[src/rtl/led_sequencer.sv]
// led_sequencer: steps three LEDs through OFF / BLINK / CHASE / DIM display modes.
// A bouncing push button is synchronised and debounced on-chip, and each accepted
// press advances the mode. A prescaler sets the pattern rate and a free-running
// PWM counter dims the LEDs in DIM mode.
module led_sequencer #(
  parameter int TICK_DIV        = 25_000_000,
  parameter int DEBOUNCE_CYCLES = 1_000_000,
  parameter int PWM_BITS        = 8
) (
  input  logic       clk,
  input  logic       rst,
  input  logic       button,
  output logic [1:0] mode,
  output logic       led1,
  output logic       led2,
  output logic       led3
);

  localparam int PRE_W = (TICK_DIV > 1) ? $clog2(TICK_DIV) : 1;
  localparam int DEB_W = $clog2(DEBOUNCE_CYCLES + 1);
  localparam logic [PRE_W-1:0] PRE_LAST = PRE_W'(TICK_DIV - 1);
  localparam logic [DEB_W-1:0] DEB_LAST = DEB_W'(DEBOUNCE_CYCLES - 1);

  typedef enum logic [1:0] {
    MODE_OFF   = 2'd0,
    MODE_BLINK = 2'd1,
    MODE_CHASE = 2'd2,
    MODE_DIM   = 2'd3
  } mode_t;

  mode_t state;
  mode_t state_next;

  logic                sync1;
  logic                sync2;
  logic                deb_level;
  logic                deb_level_d;
  logic [DEB_W-1:0]    deb_cnt;
  logic                press;

  logic [PRE_W-1:0]    pre_cnt;
  logic                tick;

  logic                phase;
  logic [1:0]          idx;
  logic [PWM_BITS-1:0] duty;
  logic [PWM_BITS-1:0] pwm_cnt;

  logic [2:0]          led_next;
  logic [2:0]          led_q;

  // Two-flop synchroniser bringing the asynchronous button into the clk domain.
  always_ff @(posedge clk) begin
    if (rst) begin
      sync1 <= 1'b0;
      sync2 <= 1'b0;
    end else begin
      sync1 <= button;
      sync2 <= sync1;
    end
  end

  // Accept a new button level only after it has differed from the current one for
  // DEBOUNCE_CYCLES consecutive samples; any return to the old level restarts the count.
  always_ff @(posedge clk) begin
    if (rst) begin
      deb_level   <= 1'b0;
      deb_level_d <= 1'b0;
      deb_cnt     <= '0;
    end else begin
      deb_level_d <= deb_level;
      if (sync2 == deb_level) begin
        deb_cnt <= '0;
      end else if (deb_cnt == DEB_LAST) begin
        deb_level <= sync2;
        deb_cnt   <= '0;
      end else begin
        deb_cnt <= deb_cnt + DEB_W'(1);
      end
    end
  end

  assign press = deb_level & ~deb_level_d;
  assign tick  = (pre_cnt == PRE_LAST);

  // Pattern-rate prescaler; restarts on a press so the new mode gets a full first period.
  always_ff @(posedge clk) begin
    if (rst) begin
      pre_cnt <= '0;
    end else if (press || tick) begin
      pre_cnt <= '0;
    end else begin
      pre_cnt <= pre_cnt + PRE_W'(1);
    end
  end

  // Mode state register.
  always_ff @(posedge clk) begin
    if (rst) begin
      state <= MODE_OFF;
    end else begin
      state <= state_next;
    end
  end

  // Next mode: each accepted press steps OFF -> BLINK -> CHASE -> DIM -> OFF.
  always_comb begin
    state_next = state;
    if (press) begin
      case (state)
        MODE_OFF:   state_next = MODE_BLINK;
        MODE_BLINK: state_next = MODE_CHASE;
        MODE_CHASE: state_next = MODE_DIM;
        MODE_DIM:   state_next = MODE_OFF;
        default:    state_next = MODE_OFF;
      endcase
    end
  end

  // Per-mode pattern state, cleared on a press (which also swallows a coincident tick)
  // and otherwise advanced once per tick for the active mode only.
  always_ff @(posedge clk) begin
    if (rst || press) begin
      phase <= 1'b0;
      idx   <= 2'd0;
      duty  <= '0;
    end else if (tick) begin
      case (state)
        MODE_BLINK: phase <= ~phase;
        MODE_CHASE: idx   <= (idx == 2'd2) ? 2'd0 : idx + 2'd1;
        MODE_DIM:   duty  <= duty + PWM_BITS'(1);
        default:    ;
      endcase
    end
  end

  // Free-running PWM ramp shared by all modes; deliberately untouched by mode changes.
  always_ff @(posedge clk) begin
    if (rst) begin
      pwm_cnt <= '0;
    end else begin
      pwm_cnt <= pwm_cnt + PWM_BITS'(1);
    end
  end

  // Decode the LED pattern {led3, led2, led1} from the current mode and pattern state.
  always_comb begin
    led_next = 3'b000;
    case (state)
      MODE_BLINK: led_next = {3{phase}};
      MODE_CHASE: begin
        case (idx)
          2'd0:    led_next = 3'b001;
          2'd1:    led_next = 3'b010;
          2'd2:    led_next = 3'b100;
          default: led_next = 3'b000;
        endcase
      end
      MODE_DIM:   led_next = {3{(pwm_cnt < duty)}};
      default:    led_next = 3'b000;
    endcase
  end

  // Register the LED drive so the pins are glitch-free.
  always_ff @(posedge clk) begin
    if (rst) begin
      led_q <= 3'b000;
    end else begin
      led_q <= led_next;
    end
  end

  assign mode = state;
  assign led1 = led_q[0];
  assign led2 = led_q[1];
  assign led3 = led_q[2];

endmodule

[config.mk]
export PLATFORM = sky130hd
export DESIGN_NAME = led_sequencer
export DESIGN_NICKNAME = d
export VERILOG_FILES = /design/src/rtl/led_sequencer.sv
export SDC_FILE = /design/constraint.sdc
export NUM_CORES = 1
export LEC_CHECK = 0
export CORE_MARGIN = 5
export CORE_UTILIZATION = 45
export CTS_CLUSTER_SIZE = 25
export DETAILED_ROUTE_END_ITERATION = 12
export GPL_ROUTABILITY_DRIVEN = 0
export MAX_ROUTING_LAYER = met4
export PLACE_DENSITY_LB_ADDON = 0.3
export SLEW_MARGIN = 0
export SYNTH_ARGS = -nofsm -noshare
export SYNTH_HDL_FRONTEND = slang
export SYNTH_SLANG_ARGS = --single-unit
[constraint.sdc]
create_clock -name clk -period 5.5 [get_ports clk]
set_input_delay 0.825 -clock clk [delete_from_list [all_inputs] [get_ports clk]]
set_output_delay 0.825 -clock clk [all_outputs]
set_load 0.05 [all_outputs]
# == Word-level counts from Yosys, hierarchy flattened ==
# Cells that the tools add are included.
# totals
input_bits,3
output_inout_bits,5
word_cells,44
ff_bits,73
# classes
bitwise,4
n_addsub,5
n_reduce_logical,10
eq_ne,8
n_mux,4
magnitude_cmp,1
# op_table
cell,n
"adder 25 x 1 -> 25 bit, second input constant",1
"equality test 25 bit, second input constant",1
"adder 20 x 1 -> 20 bit, second input constant",1
"equality test 20 bit, second input constant",1
one-hot mux 3 bit (3 select lines),2
"adder 8 x 1 -> 8 bit, second input constant",2
less-than comparator 8 bit,1
one-hot mux 2 bit (4 select lines),1
AND reduction 2 bit,4
"equality test 2 bit, second input constant",3
"equality test 2 x 1 -> 1 bit, second input constant",2
logical NOT 2 bit,2
NOT 1 bit,3
OR reduction 3 bit,1
"adder 2 x 1 -> 2 bit, second input constant",1
logical OR 1 bit,2
two-way mux 2 bit,1
OR reduction 2 bit,1
bitwise AND 1 bit,1
equality test 1 bit,1

# == Depth between registers and ports, before layout ==
# depth
word_depth,4
ltp_mapped,7
mapped_depth_nobuf,6

# == Worst setup path before layout ==
# Ideal clock, no wire load.
# synth_timing
path_type,reg2reg
start,"register state[0], in the netlist mode[0]"
end,register duty[7]
n_path_buf,0
slack_ps,3431
period_less_slack_ps,2069
setup_ps,121
arrival_ps,1948
path_stages_with_launch,6
required_time_ps,5379
path_cell_list,dfxtp_1 > ha_1 > nand2_1 > or4_1 > nor3_1 > mux2_2
# synth_between
elab_chain_cells,2
# synth_rtl
element,line,source
from (decl),31,mode_t state;
from (signal assigned),102,state <= state_next;
equality test 2 bit,128,case (state)
AND reduction 2 bit (no line),-,
to (signal assigned),131,MODE_DIM: duty <= duty + PWM_BITS'(1);
to (decl),46,logic [PWM_BITS-1:0] duty;
# Every way passes these cells.
# A chain may end at the register's enable or synchronous reset.

# == Worst setup path after layout ==
# layout_timing
start,"register state[0], in the netlist mode[0]"
end,output mode[0]
# layout_rtl
element,line,source
to (decl),13,"output logic [1:0] mode,"
# No word-level cell between the ends.

==> flow_metrics.env <==
export IMPL_place_inst=516
export IMPL_crit_required_ps=4680
export IMPL_numCtsBuffers=9
export IMPL_syn_to_final_growth_pct=10.9
export IMPL_post_cts_resize_count=0
export IMPL_crit_family="buffers and inverters"
export IMPL_cts_sinks=73
export IMPL_route_detailed_drc=0
export IMPL_hpwl_mm=4.99
export IMPL_r2r_end="pre_cnt[24]"
export IMPL_synth_area_leaders="dfxtp_1, xor2_1, ha_1"
export IMPL_min_delay_path_depth=1
export IMPL_endpoint_kind="output port"
export IMPL_reg2reg_slack_ps=3320
export IMPL_synth_top_area_share_pct=40.5
export IMPL_grt_use_met2_pct=25.9
export IMPL_firstDrtPassIters=4
export IMPL_cp_depth=1
export IMPL_dieWidth_um=99.5
export IMPL_wl_mm=7.22
export IMPL_coreArea_um2=7770
export IMPL_n_antenna_cell=0
export IMPL_synth_edf_count=0
export IMPL_crit_slowest_cell="clkdlybuf4s50_1"
export IMPL_use_met1_pct=18.7
export IMPL_drtIter0Drc=111
export IMPL_post_drt_wl_per_cell_um=13.6
export IMPL_synth_warnings=0
export IMPL_use_met3_pct=4.63
export IMPL_holdWs_ps=442
export IMPL_io_buffers=7
export IMPL_powerDensity_nw_per_um2=272
export IMPL_peakVddDrop_uv=139
export IMPL_cts_htree_levels=3
export IMPL_fin_tns_setup_ps=0
export IMPL_busiest_layer="met2"
export IMPL_vias=2981
export IMPL_hold_path_class="reg2reg"
export IMPL_min_to="deb_cnt[0]"
export IMPL_setup_viol=0
export IMPL_cts_tree="done"
export IMPL_overflow=0
export IMPL_grt_use_total_pct=15.8
export IMPL_ios=8
export IMPL_cp_start_kind="flip-flop"
export IMPL_post_cts_buffers=0
export IMPL_clock_path_buffers=2
export IMPL_synth_seq_area_share_pct=40.5
export IMPL_rsz0062_at_grt="no"
export IMPL_syn_area_per_cell_um2=8.57
export IMPL_yosys_area_top_type="dfxtp_1"
export IMPL_drv_slew=0
export IMPL_slowest_delay_ps=830
export IMPL_utilization_pct=51.5
export IMPL_antenna_found_initial=0
export IMPL_clk_pin_slew_ps=80
export IMPL_hold_buffers=0
export IMPL_critPathBufInv=1
export IMPL_finalNonFillerCells=532
export IMPL_fmax_ghz=0.414
export IMPL_cts_root_buf="clkbuf_8"
export IMPL_hold_viol_final=0
export IMPL_synth_most_common_cell="dfxtp_1"
export IMPL_viasPerCell=5.60
export IMPL_postRouteAntennaNets=0
export IMPL_timing_rr_start="pre_cnt[0]"
export IMPL_start_util_pct=46.4
export IMPL_grt_max_degree=25
export IMPL_hp_start="deb_cnt[0]"
export IMPL_leakage_nw=1.35
export IMPL_cp_arrival_ps=1590
export IMPL_yosys_most_used_dff="dfxtp_1"
export IMPL_clk_latency_ps=350
export IMPL_dieArea_um2=9910
export IMPL_period_share_pct=43.9
export IMPL_relSlewSlack_pct=49.3
export IMPL_ff2ff_path_depth=5
export IMPL_synth_common_cells="dfxtp_1, nor2_1, nand2_1"
export IMPL_ys_ff_latch=73
export IMPL_status="completed"
export IMPL_layout_drive_gt1_share_pct=6.28
export IMPL_path_cells="clkdlybuf4s50_1"
export IMPL_grt_pass1_vias=2917
export IMPL_synth_async_reset_ratio_pct=0
export IMPL_rows=32
export IMPL_worst_pin_slew_ps=759
export IMPL_finalPower_mw=1.09
export IMPL_synth_fp_nets=439
export IMPL_worstSetupPathType="reg2out"
export IMPL_synth_area_um2=3610
export IMPL_layout_min_cycle_time_ps=2420
export IMPL_grt_pass1_wl_mm=12.8
export IMPL_synthDistinctLibCells=45
export IMPL_finalClockSkew_ps=6.28
export IMPL_cap_violations=0
export IMPL_die_h_um=99.5
export IMPL_cp_max_fo=5
export IMPL_layout_nets=443
export IMPL_syn_inst=421
## state kept, by name (all words and copies together), names as in the netlist, 2 cells and up
register  cells
pwm_cnt       8
pre_cnt      25
led_q         3
mode          2
deb_cnt      20
duty          8
idx           2
## area by class of cell
cell class | count | area, µm²
sequential | 73 | 1460
multi-input combinational | 317 | 2020
fill | 732 | 3770
tap | 102 | 128
inverter | 16 | 60.1
timing repair buffer | 8 | 77.6
clock buffer | 12 | 155
clock inverter | 4 | 98.8
## worst max path at each step
stage	from	end
2_1_floorplan	mode[0]	duty[7]
5_1_grt	rst	pre_cnt[23]
4_1_cts	mode[0]	mode[0]
6_report	mode[0]	mode[0]
3_3_place_gp	rst	idx[0]
3_5_place_dp	rst	idx[0]
## where the power goes
group | switching (mW) | internal, mW
sequential | 0.00417 | 0.533
combinational | 0.0147 | 0.00930
clock | 0.200 | 0.327
total | 0.219 | 0.869
## kinds of logic after synthesis
family | share of synthesized area, %
compound gates | 10.3
xor+xnor | 7.77
fa+ha+maj | 5.20
buf+inv | 3.50
flops | 40.5
mux | 1.46
simple gates | 31.3
## through the flow
| step | setup WS, ps | area [µm²] |
|---|---|---|
| 2_1_floorplan | 3430 | 3610 |
| 3_3_place_gp | 2770 | 3750 |
| 3_5_place_dp | 2750 | 3750 |
| 4_1_cts | 3070 | 4000 |
| 5_1_grt | 2970 | 4000 |
| 6_report | 3080 | 4000 |
## routing by layer
metal	wire (µm)	vias up	share of wire, %
met3	217	8	3.0
met2	3540	34	49
met5	0	-	0
met1	3390	1414	47
met4	72	0	1.0
li1	-	1525	-
## cells in the final DEF, fill, tap and decap left out, types with 4 or more instances in the layout
| cell type | Yosys | routed |
|---|---|---|
| a2111oi_0 | 4 | 4 |
| inv_1 | 16 | 16 |
| nor2b_1 | 5 | 5 |
| nand2_1 | 30 | 30 |
| clkbuf_8 | 0 | 11 |
| o21ai_0 | 14 | 14 |
| dfxtp_1 | 73 | 73 |
| xor2_1 | 23 | 23 |
| or3_1 | 16 | 16 |
| o31ai_1 | 9 | 9 |
| ha_1 | 15 | 15 |
| and2_1 | 5 | 5 |
| xnor2_1 | 9 | 9 |
| and3_1 | 9 | 9 |
| and4_1 | 9 | 9 |
| clkdlybuf4s50_1 | 0 | 7 |
| nand3_1 | 24 | 24 |
| or4_1 | 12 | 12 |
| a21oi_1 | 27 | 27 |
| nand4_1 | 18 | 18 |
| nor3_1 | 6 | 6 |
| nor2_1 | 46 | 46 |
Note: power is estimated with default switching activity, not from simulation.
